--- src/rtl/sa_pkg.sv ---
// Shared types and helpers for the systolic matrix-multiply engine.
// Holds the controller state encoding, accumulator sizing and output clamping.
package sa_pkg;

  typedef enum logic [1:0] {
    IDLE,
    LOAD,
    DRAIN,
    OUTPUT
  } sa_state_t;

  localparam int SAT_W = 64;

  function automatic int acc_width(
    input int data_w,
    input int k_max
  );
    return 2 * data_w + $clog2(k_max);
  endfunction

  // Clamp is done at full width; the caller keeps the low out_w bits.
  function automatic logic signed [SAT_W-1:0] sat_conv(
    input logic signed [SAT_W-1:0] acc,
    input int                      out_w,
    input bit                      saturate
  );
    logic signed [SAT_W-1:0] hi;
    logic signed [SAT_W-1:0] lo;
    hi = (64'sd1 <<< (out_w - 1)) - 64'sd1;
    lo = -(64'sd1 <<< (out_w - 1));
    if (!saturate) return acc;
    if (acc > hi) return hi;
    if (acc < lo) return lo;
    return acc;
  endfunction

endpackage

--- src/rtl/systolic_pe.sv ---
// Output-stationary processing element: registered a/b forwarding
// plus a signed multiply-accumulate gated by operand valid.
module systolic_pe
  import sa_pkg::*;
#(
  parameter int DATA_W = 8,
  parameter int ACC_W  = 20
)(
  input  logic                    clk,
  input  logic                    reset,
  input  logic                    clr,
  input  logic [DATA_W-1:0]       a_in,
  input  logic                    a_vld_in,
  input  logic [DATA_W-1:0]       b_in,
  input  logic                    b_vld_in,
  output logic [DATA_W-1:0]       a_out,
  output logic                    a_vld_out,
  output logic [DATA_W-1:0]       b_out,
  output logic                    b_vld_out,
  output logic signed [ACC_W-1:0] acc
);

  logic signed [2*DATA_W-1:0] prod;

  assign prod = $signed(a_in) * $signed(b_in);

  always_ff @(posedge clk) begin
    if (reset) begin
      a_out     <= '0;
      a_vld_out <= 1'b0;
      b_out     <= '0;
      b_vld_out <= 1'b0;
      acc       <= '0;
    end else begin
      a_out     <= a_in;
      a_vld_out <= a_vld_in;
      b_out     <= b_in;
      b_vld_out <= b_vld_in;
      if (clr)
        acc <= '0;
      else if (a_vld_in && b_vld_in)
        acc <= acc + ACC_W'(prod);
    end
  end

endmodule

--- src/rtl/systolic_mm_engine.sv ---
// Output-stationary systolic GEMM with job controller, input skew
// lines and row-by-row result readout under backpressure.
module systolic_mm_engine
  import sa_pkg::*;
#(
  parameter int ROWS     = 4,
  parameter int COLS     = 4,
  parameter int DATA_W   = 8,
  parameter int K_MAX    = 16,
  parameter int OUT_W    = 16,
  parameter int SATURATE = 1,
  localparam int KW = $clog2(K_MAX + 1),
  localparam int RW = (ROWS > 1) ? $clog2(ROWS) : 1
)(
  input  logic                   clk,
  input  logic                   reset,
  input  logic                   start,
  input  logic [KW-1:0]          k_len,
  output logic                   busy,
  input  logic                   in_valid,
  output logic                   in_ready,
  input  logic [ROWS*DATA_W-1:0] in_a,
  input  logic [COLS*DATA_W-1:0] in_b,
  output logic                   out_valid,
  input  logic                   out_ready,
  output logic [COLS*OUT_W-1:0]  out_data,
  output logic [RW-1:0]          out_row,
  output logic                   out_last,
  output logic                   done
);

  localparam int ACC_W   = acc_width(DATA_W, K_MAX);
  localparam int DRAIN_N = ROWS + COLS - 1;
  localparam int DCW     = $clog2(DRAIN_N + 1);

  sa_state_t      state;
  sa_state_t      state_n;
  logic [KW-1:0]  k_lat;
  logic [KW-1:0]  beat_cnt;
  logic [KW-1:0]  k_clamp;
  logic [DCW-1:0] drain_cnt;
  logic           fire;
  logic           clr;
  logic           row_fire;
  logic           row_last;

  assign busy      = (state != IDLE);
  assign in_ready  = (state == LOAD);
  assign out_valid = (state == OUTPUT);
  assign fire      = in_valid && in_ready;
  assign clr       = (state == IDLE) && start;
  assign row_last  = (out_row == RW'(ROWS - 1));
  assign row_fire  = out_valid && out_ready;
  assign out_last  = out_valid && row_last;
  assign k_clamp   = (k_len > KW'(K_MAX)) ?
                     KW'(K_MAX) : k_len;

  always_comb begin
    state_n = state;
    unique case (state)
      IDLE:
        if (start)
          state_n = (k_len == '0) ? OUTPUT : LOAD;
      LOAD:
        if (fire && beat_cnt == k_lat - KW'(1))
          state_n = DRAIN;
      DRAIN:
        if (drain_cnt == DCW'(DRAIN_N - 1))
          state_n = OUTPUT;
      OUTPUT:
        if (row_fire && row_last)
          state_n = IDLE;
      default:
        state_n = IDLE;
    endcase
  end

  always_ff @(posedge clk) begin
    if (reset) begin
      state     <= IDLE;
      k_lat     <= '0;
      beat_cnt  <= '0;
      drain_cnt <= '0;
      out_row   <= '0;
      done      <= 1'b0;
    end else begin
      state <= state_n;
      done  <= 1'b0;
      unique case (state)
        IDLE:
          if (start) begin
            k_lat     <= k_clamp;
            beat_cnt  <= '0;
            drain_cnt <= '0;
            out_row   <= '0;
          end
        LOAD:
          if (fire)
            beat_cnt <= beat_cnt + KW'(1);
        DRAIN:
          drain_cnt <= drain_cnt + DCW'(1);
        OUTPUT:
          if (row_fire) begin
            if (row_last) begin
              out_row <= '0;
              done    <= 1'b1;
            end else begin
              out_row <= out_row + RW'(1);
            end
          end
        default: ;
      endcase
    end
  end

  logic [DATA_W-1:0]       a_h  [ROWS][COLS+1];
  logic                    av_h [ROWS][COLS+1];
  logic [DATA_W-1:0]       b_v  [ROWS+1][COLS];
  logic                    bv_v [ROWS+1][COLS];
  logic signed [ACC_W-1:0] acc  [ROWS][COLS];

  // Lane i of A waits i cycles; gaps travel as invalid zero bubbles.
  for (genvar i = 0; i < ROWS; i++) begin : g_skew_a
    if (i == 0) begin : g_direct
      assign a_h[i][0]  = fire ? in_a[i*DATA_W +: DATA_W] : '0;
      assign av_h[i][0] = fire;
    end else begin : g_line
      logic [DATA_W-1:0] sr [i];
      logic [i-1:0]      sv;
      always_ff @(posedge clk) begin
        if (reset) begin
          sv <= '0;
          for (int t = 0; t < i; t++)
            sr[t] <= '0;
        end else begin
          sr[0] <= fire ? in_a[i*DATA_W +: DATA_W] : '0;
          sv[0] <= fire;
          for (int t = 1; t < i; t++) begin
            sr[t] <= sr[t-1];
            sv[t] <= sv[t-1];
          end
        end
      end
      assign a_h[i][0]  = sr[i-1];
      assign av_h[i][0] = sv[i-1];
    end
  end

  for (genvar j = 0; j < COLS; j++) begin : g_skew_b
    if (j == 0) begin : g_direct
      assign b_v[0][j]  = fire ? in_b[j*DATA_W +: DATA_W] : '0;
      assign bv_v[0][j] = fire;
    end else begin : g_line
      logic [DATA_W-1:0] sr [j];
      logic [j-1:0]      sv;
      always_ff @(posedge clk) begin
        if (reset) begin
          sv <= '0;
          for (int t = 0; t < j; t++)
            sr[t] <= '0;
        end else begin
          sr[0] <= fire ? in_b[j*DATA_W +: DATA_W] : '0;
          sv[0] <= fire;
          for (int t = 1; t < j; t++) begin
            sr[t] <= sr[t-1];
            sv[t] <= sv[t-1];
          end
        end
      end
      assign b_v[0][j]  = sr[j-1];
      assign bv_v[0][j] = sv[j-1];
    end
  end

  for (genvar i = 0; i < ROWS; i++) begin : g_row
    for (genvar j = 0; j < COLS; j++) begin : g_col
      systolic_pe #(
        .DATA_W (DATA_W),
        .ACC_W  (ACC_W)
      ) u_pe (
        .clk       (clk),
        .reset     (reset),
        .clr       (clr),
        .a_in      (a_h[i][j]),
        .a_vld_in  (av_h[i][j]),
        .b_in      (b_v[i][j]),
        .b_vld_in  (bv_v[i][j]),
        .a_out     (a_h[i][j+1]),
        .a_vld_out (av_h[i][j+1]),
        .b_out     (b_v[i+1][j]),
        .b_vld_out (bv_v[i+1][j]),
        .acc       (acc[i][j])
      );
    end
  end

  always_comb begin
    out_data = '0;
    for (int j = 0; j < COLS; j++)
      out_data[j*OUT_W +: OUT_W] = OUT_W'(sat_conv(
        SAT_W'(acc[out_row][j]), OUT_W, SATURATE != 0));
  end

endmodule

--- config.mk ---
export PLATFORM = sky130hd
export DESIGN_NAME = systolic_mm_engine
export DESIGN_NICKNAME = d
export VERILOG_FILES = /design/src/rtl/sa_pkg.sv /design/src/rtl/systolic_pe.sv /design/src/rtl/systolic_mm_engine.sv
export SDC_FILE = /design/constraint.sdc
export NUM_CORES = 2
export LEC_CHECK = 0
export ABC_AREA = 1
export CORE_ASPECT_RATIO = 1.75
export CORE_MARGIN = 2
export CORE_UTILIZATION = 25
export CTS_BUF_LIST = sky130_fd_sc_hd__clkbuf_4
export DETAILED_ROUTE_END_ITERATION = 8
export MAX_ROUTING_LAYER = met4
export RECOVER_POWER = 100
export SLEW_MARGIN = 40
export SYNTH_ARGS = -nofsm -noshare
export SYNTH_HDL_FRONTEND = slang
export SYNTH_SLANG_ARGS = --single-unit
--- constraint.sdc ---
create_clock -name clk -period 14.5 [get_ports clk]
set_input_delay 4.35 -clock clk [delete_from_list [all_inputs] [get_ports clk]]
set_output_delay 4.35 -clock clk [all_outputs]
set_load 0.005 [all_outputs]
# [After elaboration in Yosys (flattened, before gate mapping)]
# Memory sizes are Yosys's and may differ from the RTL's.
# Cells that the tools add are included.
[word_totals] ff_bits=556 ramBits=96 in_bits=74 out_inout_bits=71 elab_cells=249 mem_count=6
[memory_table] memory="g_skew_a[3].g_line.sr" depth=3 word_bits=8 rd=3 rd_ports_with_merged_regs=0 write_ports=3 line="systolic_mm_engine.sv:128" rtl="logic [DATA_W-1:0] sr [i];"
[memory_table] memory="g_skew_b[3].g_line.sr" depth=3 word_bits=8 rd=3 rd_ports_with_merged_regs=0 write_ports=3 line="systolic_mm_engine.sv:154" rtl="logic [DATA_W-1:0] sr [j];"
[memory_table] memory="g_skew_a[2].g_line.sr" depth=2 word_bits=8 rd=2 rd_ports_with_merged_regs=0 write_ports=2 line="systolic_mm_engine.sv:128"
[memory_table] memory="g_skew_b[2].g_line.sr" depth=2 word_bits=8 rd=2 rd_ports_with_merged_regs=0 write_ports=2 line="systolic_mm_engine.sv:154"
[memory_table] memory="g_skew_a[1].g_line.sr" depth=1 word_bits=8 rd=1 rd_ports_with_merged_regs=0 write_ports=1 line="systolic_mm_engine.sv:128"
[memory_table] memory="g_skew_b[1].g_line.sr" depth=1 word_bits=8 rd=1 rd_ports_with_merged_regs=0 write_ports=1 line="systolic_mm_engine.sv:154"
[classes] add_sub_neg=20 n_mul=16 magnitude_cmp=10 n_eq_ne=12 muxes=73 n_bitwise=13 reduce_logical=33
[ops] cell="adder 20 x 16 -> 20 bit" count=16
[ops] cell="multiplier 8 x 8 -> 16 bit" count=16
[ops] cell="2-to-1 mux 16 bit" count=16
[ops] cell="binary-select mux 80 bit (select 2 bit)" count=1
[ops] cell="2-to-1 mux 8 bit" count=20
[ops] cell="2-to-1 mux 80 bit" count=2
[ops] cell="greater-than comparator 20 x 16 -> 1 bit (second input constant)" count=4
[ops] cell="< comparator 20 x 16 -> 1 bit (second input constant)" count=4
[ops] cell="logical AND 1 bit" count=18
[ops] cell="2-to-1 mux 1 bit" count=18
[ops] cell="2-to-1 mux 2 bit" count=8
[ops] cell="OR reduction 8 bit" count=2
[ops] cell="2-to-1 mux 5 bit" count=3
[ops] cell="OR 1 bit" count=10
[ops] cell="case mux 5 bit (2 select lines)" count=1
[ops] cell="inequality test 2 x 1 -> 1 bit (second input constant)" count=4
[ops] cell="case mux 2 bit (4 select lines)" count=1
[ops] cell="nonzero test 2 bit" count=4
[ops] cell="== test 2 bit (second input constant)" count=3
[ops] cell="case mux 3 bit (2 select lines)" count=1
[ops] cell="AND reduction 3 bit" count=2
[ops] cell="adder 5 x 1 -> 5 bit (second input constant)" count=1
[ops] cell="== test 5 bit" count=1
[ops] cell="greater-than comparator 5 bit (second input constant)" count=1
[ops] cell="17 further kinds" count=20

# [Depth between registers and ports, before layout]
[depth] ltp_word=9 ltp_mapped=27 depth_no_buf=27

# [By module]
# From an unflattened synthesis, not the netlist that was laid out.
[unflattened] hier_cells=11733 hier_area_um2=89283.1
[by_module_without_submodules] module="systolic_pe at g_row[1].g_col[0].u_pe ..." n_inst=8 cells_per_inst=671 area_per_inst_um2=5181.2 seq_area_each_um2=760.7
[by_module_without_submodules] module="systolic_pe at g_row[0].g_col[0].u_pe ..." n_inst=4 cells_per_inst=649 area_per_inst_um2=5083.6 seq_area_each_um2=760.7
[by_module_without_submodules] module="systolic_pe at g_row[3].g_col[1].u_pe ..." n_inst=2 cells_per_inst=666 area_per_inst_um2=5158.7 seq_area_each_um2=760.7
[by_module_without_submodules] module="systolic_mm_engine" n_inst=1 cells_per_inst=1114 area_per_inst_um2=6871.6 seq_area_each_um2=2342.2
[by_module_without_submodules] module="systolic_pe at g_row[3].g_col[0].u_pe" n_inst=1 cells_per_inst=671 area_per_inst_um2=5172.5 seq_area_each_um2=760.7
[by_module_without_submodules] module="systolic_pe at g_row[3].g_col[3].u_pe" n_inst=1 cells_per_inst=652 area_per_inst_um2=5137.4 seq_area_each_um2=760.7

# [Worst setup path before layout]
# Ideal clock, no wire load.
[synth_path] path_kind="input -> register" startpoint="input port in_valid" endpoint="register g_row[0].g_col[0].u_pe.acc[14]" setup_time_ps=109 arrival_ps=9329 required_ps=14391 path_slack_ps=5062 cell_stages=19 path_buffers=1 path_cell_list="nand2_1 -> clkbuf_1 -> nor3_1 -> fa_1 -> fa_1 -> inv_1 -> fa_1 -> inv_1 -> fa_1 -> ha_1 -> ha_1 -> a21oi_1 -> or2_2 -> nand3_1 -> nand2_1 -> nand3_1 -> nand3_1 -> nand2_1 -> inv_1"
[synth_via] elab_chain_cells=4 elab_cells_between_ends=5 classes_between="add/sub (1); mul (1); mux (2); reduce/logical (1)"
[synth_rtl] element="start, declared" line="systolic_mm_engine.sv:20" rtl="input logic in_valid,"
[synth_rtl] element="logical AND 1 bit *" line="systolic_mm_engine.sv:50" rtl="assign fire = in_valid && in_ready;"
[synth_rtl] element="2-to-1 mux 8 bit (on tied branches)" line="systolic_mm_engine.sv:125, systolic_mm_engine.sv:151"
[synth_rtl] element="multiplier 8 x 8 -> 16 bit" line="systolic_pe.sv:25" rtl="assign prod = $signed(a_in) * $signed(b_in);"
[synth_rtl] element="adder 20 x 16 -> 20 bit" line="systolic_pe.sv:42" rtl="acc <= acc + ACC_W'(prod);"
[synth_rtl] element="end signal, assigned" line="systolic_pe.sv:42"
[synth_rtl] element="end, declared" line="systolic_pe.sv:20" rtl="output logic signed [ACC_W-1:0] acc"
# Mark *: on every way between the ends. The rest lies on a longest branch, timed or not.
# A chain may end at the register's enable or synchronous reset.

# [Final worst setup path]
[layout_path] startpoint="register out_row[0]" endpoint="output port out_data[34]"
[layout_via] elab_chain_cells=9 elab_cells_between_ends=12 classes_between="order compare (2); mux (9); bitwise (1)"
[layout_rtl] element="start, declared" line="systolic_mm_engine.sv:27" rtl="output logic [RW-1:0] out_row,"
[layout_rtl] element="start signal, assigned" line="systolic_mm_engine.sv:108" rtl="out_row <= out_row + RW'(1);"
[layout_rtl] element="NOT 2 -> 3 bit (not written as such) *" line="systolic_mm_engine.sv:201" rtl="SAT_W'(acc[out_row][j]), OUT_W, SATURATE != 0));"
[layout_rtl] element="binary-select mux 80 bit (select 2 bit) *" line="systolic_mm_engine.sv:201"
[layout_rtl] element="2-to-1 mux 80 bit * (2 in series)"
[layout_rtl] element="< comparator 20 x 16 -> 1 bit" line="sa_pkg.sv:33" rtl="if (acc < lo) return lo;"
[layout_rtl] element="2-to-1 mux 1 bit (2 in series)" line="sa_pkg.sv:33"
[layout_rtl] element="2-to-1 mux 16 bit" line="sa_pkg.sv:34" rtl="return acc;"
[layout_rtl] element="2-to-1 mux 16 bit *" line="sa_pkg.sv:33"
[layout_rtl] element="end, declared" line="systolic_mm_engine.sv:26" rtl="output logic [COLS*OUT_W-1:0] out_data,"
# Mark *: on every way between the ends. The rest lies on a longest branch, timed or not. The select of a mux whose other input is x is not followed.

==> flow_metrics.py <==
metrics = {
    "detailed_routing": {
        "vias_per_cell": 4.26,
        "route.vias.total": 68900,
        "ant_nets": 0,
        "drt_iter0_drc": 2960,
        "dr.pass1.iters": 6,
        "post_drt_wl_per_cell_um": 16.2,
        "drc": 0,
        "wirelength_mm": 262,
    },
    "cells_and_area": {
        "stdcell_area_mm2": 0.0942,
        "fillers": 37500,
        "post-route-util": 0.274,
        "layout.cells.non_filler": 16200,
        "final_layout_size_suffix_gt1_frac": 0.0354,
        "layout.nets": 13600,
        "synthToLayoutAreaGrowth_pct": 9.42,
    },
    "clock_network": {
        "cts_buffers": 200,
        "ctsLongestPathBuffers": 4,
        "clk_latency_ns": 1.22,
        "clock-sinks": 632,
        "clkTransAtPathRegs_ns": 0.06,
        "holdBufCountCts": 0,
        "cts_setup_buffers": 0,
        "htree_levels": 4,
        "cts-root-buf": "clkbuf_4",
        "cts_resized": 0,
        "cts_tree": "done",
    },
    "floorplan": {
        "core_mm2": 0.343,
        "ios": 145,
        "rows": 285,
        "die_h_um": 780,
        "die_area_mm2": 0.349,
        "initial_core_util": 0.251,
        "die_w_um": 448,
    },
    "synthesis": {
        "synth_area_mm2": 0.0861,
        "synth_area_per_cell_um2": 7.50,
        "synth-seq-cells": 632,
        "seq_area_frac_synth": 0.147,
        "yosysWarnings": 0,
        "ys_types": 38,
        "synth_flop_cell": "dfxtp_1",
        "syn_inst": 11500,
        "async_flop_share": 0,
        "syn-num-nets": 13700,
        "synth_edf_count": 0,
    },
    "hold_path": {
        "min_path_type": "reg -> reg",
    },
    "critical_path": {
        "cp_max_fo": 50,
        "r2r_start": "state[1]",
        "required_ns": 10.15,
        "crit_buf_inv": 2,
        "end_kind": "primary output",
        "crit_family": "buffers and inverters",
        "crit_cells": 10,
        "cp_common_cell": "nand2_1",
        "worst_setup_path_start_kind": "register",
        "max_stage_delay_ns": 1.87,
        "rr_endpoint": "g_row[0].g_col[0].u_pe.acc[13]",
        "reg2reg_slack_ns": 6.34,
        "criticalPathCategory": "reg -> out",
        "critical-path-slowest-cell": "dfxtp_1",
        "startpoint": "out_row[0]",
        "cp_data_arrival_time_ns": 7.16,
        "worst-r2r-cell-count": 23,
        "crit_chain": "clkbuf_1 > o21ai_0 > a21oi_1 > a21oi_1 > nor2_1 > nand2_1 > nand2_1 > nand3_1 > nand2_1 > dlygate4sd3_1",
        "cp-endpoint": "out_data[34]",
    },
    "power": {
        "sequentialPowerShare": 0.320,
        "p_per_area_mw_per_mm2": 63.7,
        "p_int_mw": 3.45,
        "combPwrFrac": 0.367,
        "leakagePower_nw": 53.0,
        "switching_share": 0.425,
        "pwr-share-clk": 0.313,
        "ir_worst_vdd_mv": 0.119,
        "p_switching_mw": 2.55,
        "total_power_mw": 6.00,
    },
    "timing": {
        "fin_crit_sh": 0.794,
        "period_needed_ns": 11.51,
        "maxSlewViolCount": 519,
        "tightest_slew_ns": 4.29,
        "fin_tns_setup_ns": 0,
        "finalHoldViolCount": 0,
        "whs_ns": 0.376,
        "fin_ws_ns": 2.99,
        "setup_viol": 0,
        "fmax_mhz": 86.9,
        "fin_worst_skew_ns": 0.119,
        "rsz0062_at_grt": "no",
        "max_slew_margin": -1.86,
    },
    "global_route": {
        "grt_usage": 0.156,
        "grt_remaining_overflow": 0,
        "grt_start_max_net_pins": 209,
        "antenna_found_initial": 13,
        "grt_pass1_vias": 74000,
        "grt_pass1_wl_mm": 410,
    },
    "place": {
        "dpl_cell_area_mm2": 0.0917,
        "post-dp-hpwl_mm": 220,
        "dp_cells": 15800,
        "dp_slack_ns": 3.72,
        "gp_congestion": 0.948,
        "port-buffer-count": 144,
    },
    "status": {
        "status": "finished with violations",
        "violations": "max-capacitance violations, max-slew violations",
    },
    "job": {
        "maxCapViolations": 10,
    },
}
power by group through the flow:
stage / clock [mW] / sequential (mW) / combinational, mW
after floorplan: 0 / 1.86 / 1.24
after global placement: 0 / 1.96 / 2.26
after detailed placement: 0 / 1.96 / 2.26
after CTS: 1.97 / 1.92 / 2.28
after global routing: 2.04 / 1.93 / 2.41
final: 1.88 / 1.92 / 2.20
flip-flops by register name, summed over array words and instances (netlist names), 3 cells and up:
register,cells
g_row.g_col.u_pe.acc,320
g_row.g_col.u_pe.a_out,96
g_row.g_col.u_pe.b_out,96
g_skew_a.g_line.sr,48
g_skew_b.g_line.sr,48
beat_cnt,5
k_lat,5
drain_cnt,3
g_skew_a.g_line.sv,3
area by class of cell:
type	count	area, um2	area share
multi-input combinational	7012	58800	0.625
clock buffer	278	2090	0.0222
antenna	15	37.5	0.000399
timing repair buffer	176	1700	0.0180
sequential	632	12700	0.134
clock inverter	71	377	0.00400
tap	4592	5750	0.0610
inverter	3389	12700	0.135
cells in the final DEF (no fill, tap or decap), types with 4 or more instances in the layout:
| cell type | count |
|---|---|
| clkbuf_4 | 278 |
| clkbuf_1 | 10 |
| dfxtp_1 | 628 |
| nand2_2 | 14 |
| a21oi_1 | 671 |
| ha_1 | 745 |
| xor2_1 | 102 |
| o211ai_1 | 12 |
| o21a_1 | 28 |
| nand3_1 | 431 |
| nand3b_1 | 8 |
| nor2_1 | 645 |
| nand2_1 | 2420 |
| buf_4 | 15 |
| o21bai_1 | 5 |
| clkinv_2 | 20 |
| inv_1 | 3377 |
| a211oi_1 | 4 |
| inv_2 | 7 |
| fa_1 | 1408 |
| nand4_1 | 62 |
| xnor2_1 | 19 |
| o21ai_0 | 327 |
| buf_6 | 6 |
| clkdlybuf4s50_1 | 84 |
| o22ai_1 | 4 |
| o21ai_1 | 15 |
| nor3_1 | 25 |
| dlygate4sd3_1 | 59 |
| or2_2 | 50 |
| clkinv_1 | 49 |
| diode_2 | 15 |
cell usage after synthesis, drive strengths merged, types with 5 or more instances:
cell type	number	area, um2
dfxtp	632	12700
nand3	431	2160
nand3b	8	60.1
ha	745	9320
fa	1408	28200
nand2	2437	9190
or2	50	313
nor2	646	2430
xor2	102	893
o21ai	342	1710
o21a	28	210
inv	3385	12700
nor3	26	130
clkbuf	359	1350
o21bai	5	37.5
nand4	62	388
xnor2	19	166
o211ai	12	90.1
buf	75	469
a21oi	671	3360
logic make-up after synthesis:
family | after synthesis | share of synthesized area
AOI/OAI and AO/OA | 1073 | 0.0650
and+or+nand+nor | 3665 | 0.171
adders and majority gates | 2153 | 0.436
xor gates and xnor gates | 121 | 0.0123
buffers and inverters | 3823 | 0.169
DFF | 632 | 0.147
how the worst min path moves through the flow:
stage | startpoint | to | slack, ns | depth (start not counted)
6_report | g_skew_b[3].g_line.sr[0][5] | g_skew_b[3].g_line.sr[0][13] | 0.38 | 2
5_1_grt | g_skew_b[3].g_line.sr[0][7] | g_skew_b[3].g_line.sr[0][15] | 0.41 | 2
3_5_place_dp | g_skew_a[3].g_line.sr[0][2] | g_skew_a[3].g_line.sr[0][10] | 0.40 | 2
4_1_cts | g_skew_b[3].g_line.sr[0][5] | g_skew_b[3].g_line.sr[0][13] | 0.36 | 2
2_1_floorplan | g_skew_a[2].g_line.sr[0][2] | g_skew_a[2].g_line.sr[0][10] | 0.39 | 2
3_3_place_gp | g_skew_b[2].g_line.sr[0][1] | g_skew_b[2].g_line.sr[0][9] | 0.40 | 2
metal layers:
metal,share of wire,vias to the layer above,GRT usage
met1,0.35,33500,0.152
met5,0,-,-
met4,0.067,0,0.0918
met2,0.55,1407,0.297
met3,0.036,680,0.0132
li1,-,33200,-
worst min-delay path: cells and delay by family, from the launching register on:
| family | cells | cell delay (ns) |
|---|---|---|
| flops | 1 | 0.30 |
| buf+inv | 1 | 0.05 |
| simple gates | 1 | 0.04 |
Power figures use the tool's default switching activity.
